`src/rtl/can_rx_frame.sv`:
```
// CAN 2.0A/2.0B frame receiver: hard sync on SOF, destuffing, field decode,
// CRC-15/stuff/form checking, one parallel frame record per good frame.
module can_rx_frame #(
  parameter int CLKS_PER_BIT = 10,
  parameter int SAMPLE_PT    = 7,
  parameter bit EXT_ID_EN    = 1'b1
) (
  input  logic        i_Clock,
  input  logic        i_Reset_n,
  input  logic        i_Rx_Serial,
  output logic        o_Rx_DV,
  output logic [28:0] o_Rx_Id,
  output logic        o_Rx_Ide,
  output logic        o_Rx_Rtr,
  output logic [3:0]  o_Rx_Dlc,
  output logic [63:0] o_Rx_Data,
  output logic        o_Rx_Err,
  output logic [2:0]  o_Rx_Err_Code,
  output logic        o_Busy
);

  localparam int CW = (CLKS_PER_BIT > 1) ? $clog2(CLKS_PER_BIT) : 1;

  typedef enum logic [4:0] {
    S_INTEGRATE, S_IDLE, S_SOF, S_ID_A, S_RTR_A, S_IDE, S_ID_B, S_RTR_B,
    S_R1, S_R0, S_DLC, S_DATA, S_CRC, S_CRC_DEL, S_ACK, S_ACK_DEL, S_EOF
  } state_t;

  state_t        state_q, state_d;
  logic          rx_meta_q, rx_meta_d, rx_sync_q, rx_sync_d;
  logic [CW-1:0] cnt_q, cnt_d;
  logic [3:0]    integ_q, integ_d;
  logic [2:0]    run_q, run_d;
  logic          prev_q, prev_d;
  logic [5:0]    fcnt_q, fcnt_d;
  logic [28:0]   id_q, id_d;
  logic          rtr_q, rtr_d, ide_q, ide_d;
  logic [3:0]    dlc_q, dlc_d;
  logic [63:0]   data_q, data_d;
  logic [14:0]   crc_q, crc_d, crc_rx_q, crc_rx_d;
  logic          crc_err_q, crc_err_d;
  logic          dv_q, dv_d, err_q, err_d;
  logic [2:0]    err_code_q, err_code_d;
  logic [28:0]   out_id_q, out_id_d;
  logic          out_ide_q, out_ide_d, out_rtr_q, out_rtr_d;
  logic [3:0]    out_dlc_q, out_dlc_d;
  logic [63:0]   out_data_q, out_data_d;
  logic          busy_q, busy_d;

  logic          sample, sample_en, stuff_region;
  logic [3:0]    dlc_full, data_bytes;
  logic [6:0]    data_last;
  logic [5:0]    data_pos;

  function automatic logic [14:0] crc_next(input logic [14:0] c, input logic b);
    logic fb;
    fb = b ^ c[14];
    return {c[13:0], 1'b0} ^ (fb ? 15'h4599 : 15'h0000);
  endfunction

  always_comb begin
    state_d    = state_q;
    rx_meta_d  = i_Rx_Serial;
    rx_sync_d  = rx_meta_q;
    cnt_d      = (cnt_q == CW'(CLKS_PER_BIT - 1)) ? '0 : cnt_q + 1'b1;
    integ_d    = integ_q;
    run_d      = run_q;
    prev_d     = prev_q;
    fcnt_d     = fcnt_q;
    id_d       = id_q;
    rtr_d      = rtr_q;
    ide_d      = ide_q;
    dlc_d      = dlc_q;
    data_d     = data_q;
    crc_d      = crc_q;
    crc_rx_d   = crc_rx_q;
    crc_err_d  = crc_err_q;
    dv_d       = 1'b0;
    err_d      = 1'b0;
    err_code_d = 3'b000;
    out_id_d   = out_id_q;
    out_ide_d  = out_ide_q;
    out_rtr_d  = out_rtr_q;
    out_dlc_d  = out_dlc_q;
    out_data_d = out_data_q;

    sample       = rx_sync_q;
    sample_en    = (cnt_q == CW'(SAMPLE_PT));
    // A stuff bit may still follow the last CRC bit, so it is consumed in CRC_DEL.
    stuff_region = (state_q inside {S_ID_A, S_RTR_A, S_IDE, S_ID_B, S_RTR_B, S_R1,
                                    S_R0, S_DLC, S_DATA, S_CRC})
                   || (state_q == S_CRC_DEL && run_q == 3'd5);
    dlc_full     = {dlc_q[2:0], sample};
    data_bytes   = dlc_q[3] ? 4'd8 : {1'b0, dlc_q[2:0]};
    data_last    = {data_bytes, 3'b111} - 7'd8;
    data_pos     = {fcnt_q[5:3], ~fcnt_q[2:0]};

    case (state_q)
      S_INTEGRATE: begin
        if (sample_en) begin
          if (!sample) begin
            integ_d = '0;
          end else if (integ_q == 4'd10) begin
            integ_d = '0;
            state_d = S_IDLE;
          end else begin
            integ_d = integ_q + 4'd1;
          end
        end
      end
      S_IDLE: begin
        if (!rx_sync_q) begin
          cnt_d     = '0;
          state_d   = S_SOF;
          fcnt_d    = '0;
          id_d      = '0;
          rtr_d     = 1'b0;
          ide_d     = 1'b0;
          dlc_d     = '0;
          data_d    = '0;
          crc_d     = '0;
          crc_rx_d  = '0;
          crc_err_d = 1'b0;
        end
      end
      default: begin
        if (sample_en) begin
          if (state_q == S_SOF) begin
            if (sample) begin
              state_d = S_IDLE;
            end else begin
              run_d   = 3'd1;
              prev_d  = 1'b0;
              crc_d   = crc_next(crc_q, 1'b0);
              fcnt_d  = '0;
              state_d = S_ID_A;
            end
          end else if (stuff_region && run_q == 3'd5) begin
            if (sample == prev_q) begin
              err_d      = 1'b1;
              err_code_d = 3'b010;
              integ_d    = '0;
              state_d    = S_INTEGRATE;
            end else begin
              prev_d = sample;
              run_d  = 3'd1;
            end
          end else begin
            if (stuff_region) begin
              run_d  = (sample == prev_q) ? run_q + 3'd1 : 3'd1;
              prev_d = sample;
            end
            if (state_q inside {S_ID_A, S_RTR_A, S_IDE, S_ID_B, S_RTR_B, S_R1,
                                S_R0, S_DLC, S_DATA}) begin
              crc_d = crc_next(crc_q, sample);
            end
            case (state_q)
              S_ID_A: begin
                id_d   = {id_q[27:0], sample};
                fcnt_d = fcnt_q + 6'd1;
                if (fcnt_q == 6'd10) state_d = S_RTR_A;
              end
              S_RTR_A: begin
                rtr_d   = sample;
                state_d = S_IDE;
              end
              S_IDE: begin
                ide_d  = sample;
                fcnt_d = '0;
                if (!sample) begin
                  state_d = S_R0;
                end else if (EXT_ID_EN) begin
                  state_d = S_ID_B;
                end else begin
                  integ_d = '0;
                  state_d = S_INTEGRATE;
                end
              end
              S_ID_B: begin
                id_d   = {id_q[27:0], sample};
                fcnt_d = fcnt_q + 6'd1;
                if (fcnt_q == 6'd17) state_d = S_RTR_B;
              end
              S_RTR_B: begin
                rtr_d   = sample;
                state_d = S_R1;
              end
              S_R1: state_d = S_R0;
              S_R0: begin
                fcnt_d  = '0;
                state_d = S_DLC;
              end
              S_DLC: begin
                dlc_d  = dlc_full;
                fcnt_d = fcnt_q + 6'd1;
                if (fcnt_q == 6'd3) begin
                  fcnt_d  = '0;
                  state_d = (rtr_q || dlc_full == 4'd0) ? S_CRC : S_DATA;
                end
              end
              S_DATA: begin
                data_d[data_pos] = sample;
                fcnt_d = fcnt_q + 6'd1;
                if ({1'b0, fcnt_q} == data_last) begin
                  fcnt_d  = '0;
                  state_d = S_CRC;
                end
              end
              S_CRC: begin
                crc_rx_d = {crc_rx_q[13:0], sample};
                fcnt_d   = fcnt_q + 6'd1;
                if (fcnt_q == 6'd14) state_d = S_CRC_DEL;
              end
              S_CRC_DEL: begin
                crc_err_d = (crc_rx_q != crc_q);
                if (!sample) begin
                  err_d      = 1'b1;
                  err_code_d = 3'b001;
                  integ_d    = '0;
                  state_d    = S_INTEGRATE;
                end else begin
                  state_d = S_ACK;
                end
              end
              S_ACK: state_d = S_ACK_DEL;
              S_ACK_DEL: begin
                fcnt_d = '0;
                if (!sample) begin
                  err_d      = 1'b1;
                  err_code_d = 3'b001;
                  integ_d    = '0;
                  state_d    = S_INTEGRATE;
                end else begin
                  state_d = S_EOF;
                end
              end
              S_EOF: begin
                fcnt_d = fcnt_q + 6'd1;
                if (!sample) begin
                  err_d      = 1'b1;
                  err_code_d = 3'b001;
                  integ_d    = '0;
                  state_d    = S_INTEGRATE;
                end else if (fcnt_q == 6'd6) begin
                  state_d = S_IDLE;
                  if (crc_err_q) begin
                    err_d      = 1'b1;
                    err_code_d = 3'b100;
                  end else begin
                    dv_d       = 1'b1;
                    out_id_d   = id_q;
                    out_ide_d  = ide_q;
                    out_rtr_d  = rtr_q;
                    out_dlc_d  = dlc_q;
                    out_data_d = data_q;
                  end
                end
              end
              default: state_d = S_INTEGRATE;
            endcase
          end
        end
      end
    endcase

    busy_d = !(state_d inside {S_INTEGRATE, S_IDLE}) || dv_d || err_d;
  end

  always_ff @(posedge i_Clock) begin
    if (!i_Reset_n) begin
      state_q    <= S_INTEGRATE;
      rx_meta_q  <= 1'b1;
      rx_sync_q  <= 1'b1;
      cnt_q      <= '0;
      integ_q    <= '0;
      run_q      <= '0;
      prev_q     <= 1'b1;
      fcnt_q     <= '0;
      id_q       <= '0;
      rtr_q      <= 1'b0;
      ide_q      <= 1'b0;
      dlc_q      <= '0;
      data_q     <= '0;
      crc_q      <= '0;
      crc_rx_q   <= '0;
      crc_err_q  <= 1'b0;
      dv_q       <= 1'b0;
      err_q      <= 1'b0;
      err_code_q <= '0;
      out_id_q   <= '0;
      out_ide_q  <= 1'b0;
      out_rtr_q  <= 1'b0;
      out_dlc_q  <= '0;
      out_data_q <= '0;
      busy_q     <= 1'b0;
    end else begin
      state_q    <= state_d;
      rx_meta_q  <= rx_meta_d;
      rx_sync_q  <= rx_sync_d;
      cnt_q      <= cnt_d;
      integ_q    <= integ_d;
      run_q      <= run_d;
      prev_q     <= prev_d;
      fcnt_q     <= fcnt_d;
      id_q       <= id_d;
      rtr_q      <= rtr_d;
      ide_q      <= ide_d;
      dlc_q      <= dlc_d;
      data_q     <= data_d;
      crc_q      <= crc_d;
      crc_rx_q   <= crc_rx_d;
      crc_err_q  <= crc_err_d;
      dv_q       <= dv_d;
      err_q      <= err_d;
      err_code_q <= err_code_d;
      out_id_q   <= out_id_d;
      out_ide_q  <= out_ide_d;
      out_rtr_q  <= out_rtr_d;
      out_dlc_q  <= out_dlc_d;
      out_data_q <= out_data_d;
      busy_q     <= busy_d;
    end
  end

  assign o_Rx_DV       = dv_q;
  assign o_Rx_Err      = err_q;
  assign o_Rx_Err_Code = err_code_q;
  assign o_Rx_Id       = out_id_q;
  assign o_Rx_Ide      = out_ide_q;
  assign o_Rx_Rtr      = out_rtr_q;
  assign o_Rx_Dlc      = out_dlc_q;
  assign o_Rx_Data     = out_data_q;
  assign o_Busy        = busy_q;

endmodule

```
`config.mk`:
```
export PLATFORM = sky130hd
export DESIGN_NAME = can_rx_frame
export DESIGN_NICKNAME = d
export VERILOG_FILES = /design/src/rtl/can_rx_frame.sv
export SDC_FILE = /design/constraint.sdc
export NUM_CORES = 1
export LEC_CHECK = 0
export BUFFER_PORTS_ARGS = -buffer_cell sky130_fd_sc_hd__buf_2
export CAP_MARGIN = 0
export CORE_AREA = 2 2 144 146
export CTS_CLUSTER_SIZE = 12
export DETAILED_ROUTE_END_ITERATION = 7
export DIE_AREA = 0 0 146 148
export GPL_TIMING_DRIVEN = 0
export PLACE_DENSITY = 0.78
export SLEW_MARGIN = 20
export SYNTH_ARGS = -nofsm -noshare
export SYNTH_HDL_FRONTEND = slang
export SYNTH_SLANG_ARGS = --single-unit
```
`constraint.sdc`:
```
create_clock -name i_Clock -period 3.29 [get_ports i_Clock]
set_input_delay 0.329 -clock i_Clock [delete_from_list [all_inputs] [get_ports i_Clock]]
set_output_delay 0.329 -clock i_Clock [all_outputs]
set_load 0.05 [all_outputs]
```
==> results of run 1 <==
==> layout make-up <==
class	count	area, um2
clock buffers	38	757
clock inverters	5	53.8
flip-flops and latches	260	5200
fillers	1817	6770
plain buffers	123	538
well taps	270	338
inverters	12	45.0
multi-input cells	1105	5760
repair buffers	111	571
==> power breakdown <==
group	switching [mW]	leakage, nW	internal, mW
Sequential	0.00462	2.09	3.15
Combinational	0.0842	2.24	0.0193
Clock	1.22	0.400	1.66
Total	1.31	4.73	4.83
==> per-layer routing <==
layer | vias to the layer above | share of wire | GRT usage
li1 | 5461 | - | -
met1 | 5361 | 0.40 | 0.378
met2 | 492 | 0.48 | 0.525
met3 | 127 | 0.071 | 0.0485
met4 | 0 | 0.052 | 0.153
met5 | - | 0 | 0
==> cell usage in the layout (no fill, tap or decap), types with 7 or more instances in the layout <==
cell / synthesis / final
a211oi_1: 10 / 10
a21oi_1: 307 / 307
a31oi_1: 10 / 10
and2_1: 8 / 8
buf_1: 8 / 8
buf_2: 25 / 131
buf_4: 5 / 9
clkbuf_1: 82 / 86
clkbuf_16: 0 / 27
dfxtp_1: 260 / 260
ha_1: 8 / 8
inv_1: 12 / 12
nand2_1: 362 / 362
nand2b_1: 13 / 13
nand3_1: 77 / 77
nor2_1: 48 / 48
nor2b_1: 7 / 7
nor3_1: 17 / 14
nor4_1: 14 / 10
o211ai_1: 8 / 8
o21ai_0: 82 / 82
xnor2_1: 9 / 9
xor2_1: 20 / 20
==> path summary, 6_finish.rpt <==
path | endpoint | cells after the start
setup reg to reg | o_Rx_Data[43]$_SDFFE_PN0P_ | 11
hold reg to reg | rx_sync_q$_SDFF_PN1_ | 1
setup / recovery | o_Rx_Data[43]$_SDFFE_PN0P_ | 11
hold / removal | rx_meta_q$_SDFF_PN1_ | 2
==> state kept, by name (all words and copies together) (netlist names), 3 cells and up <==
signal and cells:
o_Rx_Dlc 4, crc_rx_q 15, crc_q 15, id_q 29, o_Rx_Data 64, cnt_q 4
run_q 3, data_q 64, o_Rx_Id 29, fcnt_q 6, o_Rx_Err_Code 3, dlc_q 4
state_q 5, integ_q 4
==> timing repair <==
action                                  CTS  global route
endpoints found under the setup margin    0             4
hold endpoints to repair                  1             0
resized for setup                         0             6
hold buffers                              1             0
==> critical path, delay by kind of cell, from the launching register on <==
kind,cells,cell delay (ps)
flip-flops,1,370
AND/OR/NAND/NOR,5,1010
adder cells (fa/ha/maj),1,260
AO/OA/AOI/OAI,1,190
buffers and inverters,4,1260
==> stage by stage <==
stage / area, um2 / hold slack (ps) / util / power (mW)
floorplan: 11500 / 386 / - / 3.29
global placement: 12400 / 392 / 0.617 / 3.33
detailed placement: 12400 / 413 / 0.621 / 3.33
CTS: 13300 / 191 / 0.662 / 6.15
global route: 13300 / 223 / 0.662 / 6.28
finish: 13300 / 218 / 0.662 / 6.14
==> kinds of logic (layout without fill, tap and decap cells) <==
logic type	Yosys count	after routing
and+or+nand+nor	602	602
DFF	260	260
buffers and inverters	135	289
adders and majority gates	8	8
xor gates and xnor gates	29	29
muxes	6	6
AOI/OAI and AO/OA	460	460
==> flow_metrics.tcl, run 1 <==
set metrics [dict create \
    ys_types 73 \
    grt_antenna_before_repair 0 \
    drive_gt1_frac 0.128 \
    slew_headroom 0.309 \
    cts.sinks 260 \
    nNetsFinal 1651 \
    finalMaxSlewViolations 0 \
    synthXorXnorAreaFrac 0.0221 \
    die-area_um2 21600 \
    cp.arrival_ps 3650 \
    dieWidth_um 146 \
    synthesis.area_um2 11500 \
    async_flop_share 0 \
    clk_pin_slew_worst_paths_ps 60 \
    cts_tree "done" \
    pin_count 108 \
    synth_top_family_by_area "simple AND/OR/NAND/NOR gates" \
    rrSetupSlack_ps 100 \
    path_class "reg -> reg" \
    area_growth_pct 15.3 \
    worstSkewPairLatency_ps 540 \
    ys_seq_area_frac 0.452 \
    wl_um 34500 \
    crit_path_start "fcnt_q[0]$_SDFFE_PN0P_" \
    skew_ps 13.2 \
    setup_viol 0 \
    finalHoldViolCount 0 \
    maxCapViolCount 0 \
    grt_pass1_wl_um 54400 \
    wire_per_inst_um 17.9 \
    ys_warn_count 0 \
    synthTopCellsByArea "dfxtp_1, a21oi_1, nand2_1, o21ai_0, nand3_1" \
    syn-num-nets 1511 \
    r2r_start "fcnt_q[0]$_SDFFE_PN0P_" \
    hold_path_class "in -> reg" \
    overflow 0 \
    avgSynthCellArea_um2 7.67 \
    synth-compound-area-share 0.218 \
    io_buffers 106 \
    coreArea_um2 20000 \
    drt_iter0_drc 991 \
    dp.cells 1880 \
    fp-row-count 52 \
    synth_edf_count 0 \
    place_ws_ps 205 \
    dr.pass1.iters 6 \
    min_from "i_Reset_n" \
    end_kind "flip-flop" \
    dr_total_vias 11441 \
    synth.mux.area_fraction 0.00533 \
    grt_pass1_vias 10722 \
    worst-path-max-fanout 10 \
    cp_slowest_cell "buf_2" \
    status "finished, final reports clean" \
    peakVddDrop_mv 0.429 \
    synth_fa_ha_area_frac 0.00870 \
    cts_buffers 27 \
    syn_inst 1500 \
    clock_path_buffers 3 \
    diodes 0 \
    initial_utilization 0.574 \
    path_cells "buf_2 > inv_1 > ha_1 > and3b_1 > and2_1 > nand3_1 > or3_1 > buf_2 > clkbuf_1 > nand2_1 > a21oi_1" \
    worstMarginPinSlew_ps 1030 \
    synth_common_cells "nand2_1, a21oi_1, dfxtp_1" \
    cpPeakStageDelay_ps 400 \
    power_density_nw_per_um2 462 \
    cts_root_buf "clkbuf_16" \
    fin_crit_ps 3190 \
    post_cts_buffers 0 \
    yosysTopAreaCellShare 0.452 \
    grt_max_degree 14 \
    worst_path_most_repeated_cell "buf_2" \
    post_synth_and_or_nand_nor_area_fraction 0.243 \
    place.gp.congestion 0.966 \
    timing.fmax_mhz 313 \
    htree_levels 1 \
    synth_ff_type "dfxtp_1" \
    rsz0062_at_grt "false" \
    fin_ws_ps 97.3 \
    cp.required_ps 3740 \
    tns_ps 0 \
    hpwlAfterDp_um 24000 \
    antenna_left 0 \
    ys_ff_latch 260 \
    via_per_inst 5.95 \
    grtUsageTotal 0.307 \
    power.leakage_nw 4.73 \
    dieHeight_um 148 \
    start_kind "flip-flop" \
    synth_top_area_cell "dfxtp_1" \
    yosysMostFrequentCell "nand2_1" \
    finalCritPeriodShare 0.970 \
    drc 0 \
    layout.cells.non_filler 1924 \
]
Note: power is estimated with default switching activity, not from simulation.
==> run 2: changes to the inputs <==
- GPL_TIMING_DRIVEN: 0 -> default
==> flow_metrics.tcl, run 2 (synthesized netlist as in run 1, its figures left out) <==
set metrics [dict create \
    status "finished, final reports clean" \
    area_growth_pct 14.1 \
    min_to "rx_sync_q$_SDFF_PN1_" \
    antenna_left 0 \
    clk_pin_slew_worst_paths_ps 60 \
    initial_utilization 0.574 \
    via_per_inst 5.81 \
    worstSkewPairLatency_ps 540 \
    cp_top_family "simple AND/OR/NAND/NOR gates" \
    rsz0062_at_grt "false" \
    power_density_nw_per_um2 468 \
    cp_slowest_cell "or3_2" \
    drt_iter0_drc 1101 \
    grt_pass1_vias 9765 \
    worstMarginPinSlew_ps 915 \
    crit_path_start "fcnt_q[0]$_SDFFE_PN0P_" \
    finalHoldViolCount 0 \
    dp.cells 1801 \
    finalCritPeriodShare 0.893 \
    tns_ps 0 \
    peakVddDrop_mv 0.398 \
    grt_max_degree 116 \
    cts.repair.resized 0 \
    diodes 0 \
    multiInputGateArea_um2 5740 \
    cp.arrival_ps 3330 \
    dr_total_vias 10707 \
    hold_depth 2 \
    drive_gt1_frac 0.138 \
    r2r_start "fcnt_q[0]$_SDFFE_PN0P_" \
    setup_viol 0 \
    fin_crit_ps 2940 \
    min_from "i_Reset_n" \
    grt_pass1_wl_um 49000 \
    finalMaxSlewViolations 0 \
    hold_path_class "in -> reg" \
    cpPeakStageDelay_ps 550 \
    worst_r2r_endpoint "o_Rx_Data[55]$_SDFFE_PN0P_" \
    dieWidth_um 146 \
    slew_headroom 0.387 \
    fp-row-count 52 \
    path_cells "inv_1 > ha_1 > and3b_1 > and2_1 > nand3_1 > or3_2 > buf_12 > nand2_1 > a21oi_1" \
    final_cell_mix "nand2_1, a21oi_1, dfxtp_1" \
    cts_buffers 27 \
    start_kind "flip-flop" \
    swShare 0.206 \
    combPwrFrac 0.014 \
    path_class "reg -> reg" \
    rrSetupSlack_ps 350 \
    layout.cells.non_filler 1843 \
    maxCapViolCount 0 \
    nNetsFinal 1572 \
    timing.fmax_mhz 340 \
    coreArea_um2 20000 \
    power_switching_mw 1.26 \
    pin_count 108 \
    fillCellCount 1789 \
    drc 0 \
    power.leakage_nw 4.71 \
    hpwlAfterDp_um 19300 \
    cts.sinks 260 \
    regArea_um2 5200 \
    cp.required_ps 3680 \
    final_util 0.655 \
    p_clk_frac 0.473 \
    place.gp.congestion 0.927 \
    worst-path-max-fanout 99 \
    r2r_cells 9 \
    wire_per_inst_um 16.1 \
    clock_path_buffers 3 \
    end_kind "flip-flop" \
    dr.pass1.iters 6 \
    overflow 0 \
    skew_ps 9.24 \
    die-area_um2 21600 \
    cts_tree "done" \
    htree_levels 1 \
    p_seq_frac 0.514 \
    cts_root_buf "clkbuf_16" \
    grt_antenna_before_repair 0 \
    worst-path-buf-inv 2 \
    post_cts_buffers 0 \
    io_buffers 107 \
    p_int_mw 4.88 \
    grtUsageTotal 0.269 \
    final_common_cell "nand2_1" \
    wl_um 29800 \
    dieHeight_um 148 \
]
## run 2: cell count changes in the layout (fill, tap and decap cells not counted), moves of 4 or more
| cell | previous run | this run |
|---|---|---|
| buf_2 | 131 | 107 |
| buf_12 | 0 | 5 |
| clkbuf_1 | 86 | 5 |
| buf_4 | 9 | 42 |
| buf_1 | 8 | 0 |
| nor4_2 | 4 | 0 |
| nor4_1 | 10 | 14 |
## run 2: repair_timing
item,4_1_cts,5_1_grt
hold buffers,1,0
hold endpoints to repair,1,0
endpoints found under the setup margin,0,0
## run 2: power by group through the flow
stage	registers [mW]	logic, mW	clock network, mW
floorplan	3.23	0.0636	0
global placement	3.23	0.0824	0
detailed placement	3.23	0.0820	0
CTS	3.16	0.0830	2.97
global route	3.16	0.0907	3.08
finish	3.16	0.0831	2.90
## run 2: worst max path at each step
stage,to,slack [ps],cells past startpoint
detailed placement,o_Rx_Data[60]$_SDFFE_PN0P_,480,9
floorplan,o_Busy$_SDFF_PN0_,880,9
CTS,o_Rx_Data[55]$_SDFFE_PN0P_,450,9
global route,o_Rx_Id[8]$_SDFFE_PN0P_,170,9
global placement,data_q[63]$_SDFFE_PN0P_,480,6
finish,o_Rx_Data[55]$_SDFFE_PN0P_,350,9
## run 2: through the flow
step                      worst slack [ps]  hold WS (ps)  cell area [um2]  total power, mW
after floorplan                        885           386            11500             3.29
after global placement                 477           399            12300             3.31
after detailed placement               481           397            12300             3.31
after CTS                              451           171            13100             6.21
after global routing                   165           191            13100             6.33
final                                  350           186            13100             6.15
## run 2: layout make-up
class,instances,share of cell area
timing repair buffer,155,0.0732
clock buffer,35,0.0561
tap,270,0.0257
clock inverter,6,0.00725
inverter,12,0.00381
multi-input combinational,1105,0.437
sequential,260,0.397
## run 2: per-layer routing
layer	routed length [um]	global-route usage	up-vias	share of wire
met2	14300	0.452	402	0.48
met3	1950	0.0386	85	0.066
met5	0	0	-	0
li1	-	-	5290	-
met4	1140	0.109	0	0.038
met1	12400	0.350	4930	0.42
==> run 3: changes to the inputs <==
- BUFFER_PORTS_ARGS: -buffer_cell sky130_fd_sc_hd__buf_2 -> default
- DONT_BUFFER_PORTS: default -> 1
- PLACE_DENSITY: 0.78 -> 0.73
==> flow_metrics.tcl, run 3 (synthesized netlist as in run 1, its figures left out) <==
set metrics [dict create \
    cts.sinks 260 \
    grt_pass1_wl_um 47800 \
    pin_count 108 \
    worst_r2r_endpoint "o_Rx_Id[19]$_SDFFE_PN0P_" \
    wl_um 29400 \
    finalCritPeriodShare 0.874 \
    dieHeight_um 148 \
    skew_ps 17.4 \
    tns_ps 0 \
    setup_viol 0 \
    dpl_cell_area_um2 11700 \
    cp.arrival_ps 3330 \
    cts_buffers 27 \
    post_cts_buffers 0 \
    cts_hold_buf 2 \
    io_buffers 0 \
    fp-row-count 52 \
    final_cell_mix "nand2_1, a21oi_1, dfxtp_1" \
    min_to "cnt_q[1]$_SDFF_PN0_" \
    hold_path_class "in -> reg" \
    r2r_start "fcnt_q[0]$_SDFFE_PN0P_" \
    grtUsageTotal 0.261 \
    grt_pass1_vias 9479 \
    diodes 0 \
    finalHoldViolCount 0 \
    power.leakage_nw 4.10 \
    rrSetupSlack_ps 410 \
    wire_per_inst_um 16.9 \
    fin_crit_ps 2880 \
    worstMarginPinSlew_ps 984 \
    path_class "reg -> reg" \
    clk_pin_slew_worst_paths_ps 60 \
    dieWidth_um 146 \
    drt_iter0_drc 994 \
    grt_antenna_before_repair 0 \
    maxCapViolCount 0 \
    hpwlAfterDp_um 18800 \
    peakVddDrop_mv 0.457 \
    final_common_cell "nand2_1" \
    overflow 0 \
    min_from "i_Reset_n" \
    dr_total_vias 10420 \
    r2r_cells 9 \
    dr.pass1.iters 6 \
    rsz0062_at_grt "false" \
    clock_path_buffers 3 \
    worst-path-max-fanout 31 \
    area_growth_pct 9.48 \
    cp.required_ps 3740 \
    hold_depth 2 \
    timing.fmax_mhz 348 \
    power_density_nw_per_um2 490 \
    initial_utilization 0.574 \
    grt_max_degree 160 \
    antenna_left 0 \
    slew_headroom 0.342 \
    via_per_inst 6.00 \
    die-area_um2 21600 \
    final_cell_area_um2 12600 \
    coreArea_um2 20000 \
    place.gp.congestion 0.990 \
    htree_levels 1 \
    end_kind "flip-flop" \
    cts_tree "done" \
    start_kind "flip-flop" \
    nNetsFinal 1463 \
    cts.repair.resized 0 \
    cts_root_buf "clkbuf_16" \
    status "finished, final reports clean" \
    finalMaxSlewViolations 0 \
    drive_gt1_frac 0.0729 \
    drc 0 \
    worstSkewPairLatency_ps 540 \
]
## run 3: worst max-delay path by stage
stage | startpoint | to | depth (start not counted)
detailed placement | fcnt_q[0]$_SDFFE_PN0P_ | o_Rx_Id[19]$_SDFFE_PN0P_ | 9
global route | fcnt_q[0]$_SDFFE_PN0P_ | o_Rx_Id[19]$_SDFFE_PN0P_ | 9
CTS | fcnt_q[0]$_SDFFE_PN0P_ | o_Rx_Id[19]$_SDFFE_PN0P_ | 9
floorplan | dlc_q[3]$_SDFFE_PN0P_ | o_Busy$_SDFF_PN0_ | 9
global placement | fcnt_q[0]$_SDFFE_PN0P_ | o_Rx_Id[20]$_SDFFE_PN0P_ | 9
finish | fcnt_q[0]$_SDFFE_PN0P_ | o_Rx_Id[19]$_SDFFE_PN0P_ | 9
## run 3: area by class of cell
type	instances	area, um2
clock buffers	42	792
clock inverters	3	55.1
fillers	1811	7440
inverters	12	50.0
multi-input cells	1105	5740
flip-flops and latches	260	5200
well taps	270	338
repair buffers	46	413
## run 3: through the flow
stage | hold slack [ps] | utilization | power [mW] | cells | setup slack [ps]
2_1_floorplan | 386 | - | 3.29 | 1500 | 885
3_3_place_gp | 403 | 0.585 | 3.30 | 1691 | 510
3_5_place_dp | 408 | 0.585 | 3.30 | 1691 | 442
4_1_cts | 2.97 | 0.629 | 6.23 | 1738 | 404
5_1_grt | 19.5 | 0.629 | 6.36 | 1738 | 177
6_report | 17.0 | 0.629 | 6.17 | 1738 | 414
## run 3: routing by layer
metal,GRT usage,share of wire,up-vias
met5,0,0,-
met4,0.103,0.040,0
met3,0.0336,0.056,78
met2,0.429,0.47,349
met1,0.353,0.43,4895
li1,-,-,5098
## run 3: power breakdown
group | switching, mW | internal (mW)
logic | 0.0636 | 0.0161
clock network | 1.21 | 1.72
registers | 0.00697 | 3.15
total | 1.28 | 4.89
## run 3: critical path, stage by stage, from the launching register on
cell     delay [ps]
dfxtp_1         610
inv_1           240
ha_1            270
and3b_1         250
and2_1          220
nand3_1         190
or3_4           420
buf_4           330
nand2_1          80
a21oi_1         160
